[config.mk]
export PLATFORM = sky130hd
export DESIGN_NAME = regfile_writeback_unit
export DESIGN_NICKNAME = d
export VERILOG_FILES = /design/src/rtl/regfile_writeback_unit.sv
export SDC_FILE = /design/constraint.sdc
export NUM_CORES = 1
export LEC_CHECK = 0
export ABC_AREA = 0
export CAP_MARGIN = 20
export CORE_ASPECT_RATIO = 1.4
export CORE_MARGIN = 2
export CORE_UTILIZATION = 55
export DETAILED_ROUTE_END_ITERATION = 10
export PLACE_DENSITY = 0.78
export SLEW_MARGIN = 20
export SYNTH_ARGS = -nofsm -noshare
export SYNTH_HDL_FRONTEND = slang
export SYNTH_SLANG_ARGS = --single-unit
[constraint.sdc]
create_clock -name clk -period 3.4 [get_ports clk]
set_input_delay 0.68 -clock clk [delete_from_list [all_inputs] [get_ports clk]]
set_output_delay 0.68 -clock clk [all_outputs]
set_load 0.005 [all_outputs]
[src/rtl/regfile_writeback_unit.sv]
// regfile_writeback_unit
//   Sole driver of the RegisterFile write port (rd / WriteData / RegWrite).
//   After reset it sweeps every register to zero, then retires writeback
//   requests from a small in-order FIFO at a rate of at most one per cycle.
//   Optional feature macro: WB_BYPASS_EN adds two combinational read-bypass
//   ports that search pending writes (newest first).
module regfile_writeback_unit #(
    parameter int DATA_W     = 64,
    parameter int ADDR_W     = 5,
    parameter int FIFO_DEPTH = 4
) (
    input  logic                        clk,
    input  logic                        reset,
    input  logic                        req_valid,
    output logic                        req_ready,
    input  logic [ADDR_W-1:0]           req_rd,
    input  logic [DATA_W-1:0]           req_data,
    input  logic                        wb_stall,
    output logic [ADDR_W-1:0]           rd,
    output logic [DATA_W-1:0]           WriteData,
    output logic                        RegWrite,
    output logic                        init_done,
    output logic [$clog2(FIFO_DEPTH):0] pending_count
`ifdef WB_BYPASS_EN
    ,
    input  logic [ADDR_W-1:0]           byp_rs1,
    input  logic [ADDR_W-1:0]           byp_rs2,
    output logic                        byp_hit1,
    output logic                        byp_hit2,
    output logic [DATA_W-1:0]           byp_data1,
    output logic [DATA_W-1:0]           byp_data2
`endif
);

    localparam int PTR_W = $clog2(FIFO_DEPTH);
    localparam int CNT_W = PTR_W + 1;
    localparam logic [CNT_W-1:0]  DEPTH_C  = CNT_W'(FIFO_DEPTH);
    localparam logic [ADDR_W-1:0] LAST_IDX = '1;

    typedef enum logic {
        ST_CLEAR = 1'b0,
        ST_RUN   = 1'b1
    } state_t;

    state_t              state_reg, state_next;
    logic [ADDR_W-1:0]   clr_idx_reg, clr_idx_next;

    logic [PTR_W-1:0]    wr_ptr_reg, rd_ptr_reg;
    logic [CNT_W-1:0]    count_reg;
    logic [ADDR_W-1:0]   fifo_rd_mem   [FIFO_DEPTH];
    logic [DATA_W-1:0]   fifo_data_mem [FIFO_DEPTH];

    logic [ADDR_W-1:0]   rd_reg, rd_next;
    logic [DATA_W-1:0]   wdata_reg, wdata_next;
    logic                we_reg, we_next;
    logic                init_done_reg;

    logic                push, pop;

    // Readiness only looks at the current occupancy; a same-cycle pop does not help.
    assign req_ready     = init_done_reg && (count_reg < DEPTH_C);
    assign rd            = rd_reg;
    assign WriteData     = wdata_reg;
    assign RegWrite      = we_reg;
    assign init_done     = init_done_reg;
    assign pending_count = count_reg;

    // State register and sweep index.
    always_ff @(posedge clk) begin
        if (reset) begin
            state_reg   <= ST_CLEAR;
            clr_idx_reg <= '0;
        end else begin
            state_reg   <= state_next;
            clr_idx_reg <= clr_idx_next;
        end
    end

    // Next state, FIFO push/pop decisions and next write-port values.
    always_comb begin
        state_next   = state_reg;
        clr_idx_next = clr_idx_reg;
        rd_next      = rd_reg;
        wdata_next   = wdata_reg;
        we_next      = 1'b0;
        push         = 1'b0;
        pop          = 1'b0;
        case (state_reg)
            ST_CLEAR: begin
                // Sweep ignores wb_stall: nothing else can own the port yet.
                we_next      = 1'b1;
                rd_next      = clr_idx_reg;
                wdata_next   = '0;
                clr_idx_next = clr_idx_reg + ADDR_W'(1);
                if (clr_idx_reg == LAST_IDX) begin
                    state_next = ST_RUN;
                end
            end
            ST_RUN: begin
                // Writes to register 0 are handshaken but never stored.
                push = req_valid && req_ready && (req_rd != '0);
                pop  = (count_reg != '0) && !wb_stall;
                if (pop) begin
                    we_next    = 1'b1;
                    rd_next    = fifo_rd_mem[rd_ptr_reg];
                    wdata_next = fifo_data_mem[rd_ptr_reg];
                end
            end
            default: begin
                state_next = ST_CLEAR;
            end
        endcase
    end

    // FIFO pointers and occupancy; pointers wrap naturally at FIFO_DEPTH.
    always_ff @(posedge clk) begin
        if (reset) begin
            wr_ptr_reg <= '0;
            rd_ptr_reg <= '0;
            count_reg  <= '0;
        end else begin
            if (push) begin
                wr_ptr_reg <= wr_ptr_reg + PTR_W'(1);
            end
            if (pop) begin
                rd_ptr_reg <= rd_ptr_reg + PTR_W'(1);
            end
            case ({push, pop})
                2'b10:   count_reg <= count_reg + CNT_W'(1);
                2'b01:   count_reg <= count_reg - CNT_W'(1);
                default: count_reg <= count_reg;
            endcase
        end
    end

    // FIFO storage; contents need no reset since occupancy gates every read.
    always_ff @(posedge clk) begin
        if (push) begin
            fifo_rd_mem[wr_ptr_reg]   <= req_rd;
            fifo_data_mem[wr_ptr_reg] <= req_data;
        end
    end

    // Registered write-port outputs and the sticky init-done flag.
    always_ff @(posedge clk) begin
        if (reset) begin
            rd_reg        <= '0;
            wdata_reg     <= '0;
            we_reg        <= 1'b0;
            init_done_reg <= 1'b0;
        end else begin
            rd_reg        <= rd_next;
            wdata_reg     <= wdata_next;
            we_reg        <= we_next;
            init_done_reg <= init_done_reg | (state_reg == ST_RUN);
        end
    end

`ifdef WB_BYPASS_EN
    // Entries listed by age: slot 0 is the oldest (FIFO head).
    logic [ADDR_W-1:0]     slot_rd   [FIFO_DEPTH];
    logic [DATA_W-1:0]     slot_data [FIFO_DEPTH];
    logic [FIFO_DEPTH-1:0] slot_vld;
    logic [ADDR_W-1:0]     byp_rs    [2];

    genvar gi;
    generate
        for (gi = 0; gi < FIFO_DEPTH; gi++) begin : g_slot
            logic [PTR_W-1:0] idx;
            assign idx            = rd_ptr_reg + PTR_W'(gi);
            assign slot_vld[gi]   = CNT_W'(gi) < count_reg;
            assign slot_rd[gi]    = fifo_rd_mem[idx];
            assign slot_data[gi]  = fifo_data_mem[idx];
        end

        assign byp_rs[0] = byp_rs1;
        assign byp_rs[1] = byp_rs2;

        for (gi = 0; gi < 2; gi++) begin : g_byp
            logic              hit;
            logic [DATA_W-1:0] data;
            // Oldest candidate first so newer matches overwrite older ones.
            always_comb begin
                hit  = 1'b0;
                data = '0;
                if (we_reg && (rd_reg == byp_rs[gi])) begin
                    hit  = 1'b1;
                    data = wdata_reg;
                end
                for (int i = 0; i < FIFO_DEPTH; i++) begin
                    if (slot_vld[i] && (slot_rd[i] == byp_rs[gi])) begin
                        hit  = 1'b1;
                        data = slot_data[i];
                    end
                end
                if (byp_rs[gi] == '0) begin
                    hit  = 1'b0;
                    data = '0;
                end
                if (state_reg == ST_CLEAR) begin
                    data = '0;
                end
            end
        end
    endgenerate

    assign byp_hit1  = g_byp[0].hit;
    assign byp_hit2  = g_byp[1].hit;
    assign byp_data1 = g_byp[0].data;
    assign byp_data2 = g_byp[1].data;
`endif

endmodule

==> summary.txt <==
GRT
  – First-pass GRT wire length: 38760 um
  – Grt peak-use layer: met2
  – Largest net degree at the start of global routing: 70
  – Vias in the first global route: 6865
  – Met2 Use GR: 37.94%
  – Aggregate global routing overflow: 0
  – Met3 Use GR: 2.956%
  – Antenna violations before repair: 1
  – Met1 Use GR: 25.34%
  – GRT Overall Usage: 20.78%

Clock tree
  – Cts bufs inserted: 34
  – Htree depth: 2
  – CTS resizes: 0
  – Clock sink count: 362
  – Clock root buffer: clkbuf_16
  – Hold buffers post-CTS: 0
  – Post-CTS Setup Bufs: 0
  – Clock Tree Buf Depth: 3
  – CTS tree: done
  – Clock network latency to the later pin of the worst-skew pair: 0.51 ns
  – CTS clock-pin slew for the worst setup and hold paths: 0.06 ns

Timing
  – Max Slew Vio Count: 0
  – RSZ-0062 raised after global routing: false
  – # setup viols final: 0
  – Max Clock Freq: 0.3403 GHz
  – Final hold vios: 0
  – Final min period: 2.939 ns
  – Worst-margin pin slew: 1.066 ns
  – Fin crit share: 86.44%
  – Setup TNS: 0 ns
  – Slew HR: 28.93%
  – Tightest hold margin: 0.4771 ns
  – Worst Skew: 0.01879 ns

Detailed routing
  – Detail Route Antenna Nets: 0
  – DRC Markers: 0
  – TritonRoute pass-1 iters: 4
  – Initial DRC count: 333
  – WL final: 24860 um
  – Via-to-Cell Ratio: 5.757
  – Routed wire length per instance: 22.73 um
  – Vias: 6298

Cells and area
  – Max reg flops: 256
  – Most common cell after layout, fill and taps aside: edfxtp_1
  – Fill cell count: 1464
  – NumNets Final: 843
  – Share of layout cells above drive strength 1: 18.17%
  – Final instance area: 15810 um^2
  – Reg with most FFs: fifo_data_mem
  – Area growth syn-to-layout: 22.61%
  – Most frequent cells in the layout: 276 x edfxtp_1, 147 x clkdlybuf4s50_1, 84 x dfxtp_1, 69 x mux4_2, 64 x a22o_1

Setup path
  – Critical-path top delay cell: or4_1
  – Worst setup SP type: input pin
  – Worst-path cell chain: clkdlybuf4s50_1, or4_1, o2111a_2, inv_1, ha_1, inv_1, fa_1, xor2_1, or3_1, a21oi_1
  – Crit path capture type: flip-flop
  – Cell mode on critical path: inv_1
  – CP max FO: 5
  – Crit-path max cell delay: 0.57 ns
  – Worst Setup Path Type: input pin to flip-flop
  – CP arrival: 3.36 ns
  – Crit path required time: 3.82 ns

Logic synthesis
  – Syn Nets: 688
  – Flops & latches, synth: 362
  – Netlist Area Pre-Place: 12890 um^2
  – Top post-synthesis cells by area: edfxtp_1 64%, dfxtp_1 13%, mux4_2 12%
  – Avg Cell Area, Syn: 21.24 um^2
  – Yosys synthesis warning count: 0
  – Synth area leader: edfxtp_1
  – Yosys top cell area share: 64.29%
  – Distinct cells, synth: 35
  – Seq/Total Area, Yosys: 77.64%
  – Syn Inst Count: 607

Floorplanning
  – Area of the die: 24700 um^2
  – Die width: 133.4 um
  – I/O pins: 148
  – Initial Utilization: 55.76%
  – Core box area: 23120 um^2
  – Row count: 66
  – Die Y: 185.2 um

Job
  – Max_cap viols: 0

Placement
  – DP HPWL: 14250 um
  – IO buf count: 147
  – Gp weighted congestion: 0.7412
  – DP Area: 14670 um^2

Worst hold path
  – Worst hold path class: flip-flop to flip-flop

Power and ir drop
  – Pwr Density: 549.1 nW/um^2
  – Leakage power: 0.005071 uW
  – Max IR drop VDD: 0.0005073 V

Outcome
  – Outcome: finished, final reports clean
-- worst max-delay path: cells and delay by family --
| kind | cells | cell delay, ns |
|---|---|---|
| buffers and inverters | 3 | 0.63 |
| and+or+nand+nor | 2 | 0.88 |
| adders and majority gates | 2 | 0.56 |
| xor gates and xnor gates | 1 | 0.16 |
| AOI/OAI and AO/OA | 2 | 0.44 |
-- cell families (layout without fill, tap and decap cells) --
family | Yosys count | after routing | share of synthesized area (%)
flops | 362 | 362 | 77.64
xor+xnor | 5 | 5 | 0.3397
mux | 75 | 75 | 12.58
fa+ha+maj | 8 | 8 | 0.8346
simple gates | 40 | 40 | 1.854
compound gates | 77 | 77 | 5.182
buf+inv | 40 | 220 | 1.572
other cells | 0 | 1 | 0
-- cells in the mapped netlist, drive strengths merged --
library cell,instances
o2111a,1
nor2,16
nand4b,1
ha,7
a22o,64
o21ba,1
dfxtp,86
xnor2,1
o21ai,1
buf,21
nor3,2
a221o,5
edfxtp,276
or3,1
nor3b,6
mux4,69
mux2i,3
nor2b,3
and2,4
o21a,1
and3,1
or4,2
nand2,1
a21oi,3
clkbuf,13
xor2,4
nand2b,3
fa,1
mux2,3
inv,6
o31ai,1
-- report_power, final --
group          switching [uW]  leakage [uW]  internal (uW)
Combinational            62.2       0.00133           86.3
Clock                    1540      0.000563           2230
Sequential               4.69       0.00317           4750
Total                    1610       0.00507           7070
-- per-stage QoR --
| step | cells | total power, uW | worst slack, ns | utilization (%) |
|---|---|---|---|---|
| 5_1_grt | 1094 | 8920 | 0.3715 | 68.37 |
| 3_3_place_gp | 1032 | 4989 | 0.07066 | 63.46 |
| 2_1_floorplan | 607 | 4868 | 0.6398 | - |
| 3_5_place_dp | 1032 | 5000 | -0.04319 | 63.46 |
| 4_1_cts | 1093 | 8752 | 0.4579 | 68.36 |
| 6_report | 1094 | 8679 | 0.4611 | 68.37 |
-- worst paths after layout --
path,from,end,slack (ns),cells after the start
worst min register to register,WriteData[0],WriteData[0],0.48,1
worst max-delay path,req_rd[3],pending_count[2],0.46,10
worst min-delay path,WriteData[0],WriteData[0],0.48,1
worst max register to register,state_reg,pending_count[2],0.82,7
-- cell type report --
class                           instances  area (um^2)  area share, %
Timing Repair Buffer                  153         1554          9.831
Inverter                                6        22.52         0.1425
Tap cell                              306        382.9          2.422
Antenna cell                            1        2.502        0.01583
Clock buffer                           43        955.9          6.047
Clock inverter                         18        175.2          1.108
Sequential cell                       362        10020          63.37
Multi-Input combinational cell        205         2698          17.07
-- routing by layer --
metal  wire length, um  share of wire [%]
met1              9462                 38
met4               708                2.8
met3               996                4.0
met5                 0                  0
met2             13700                 55
No activity file was read; power rests on OpenSTA's default activity.
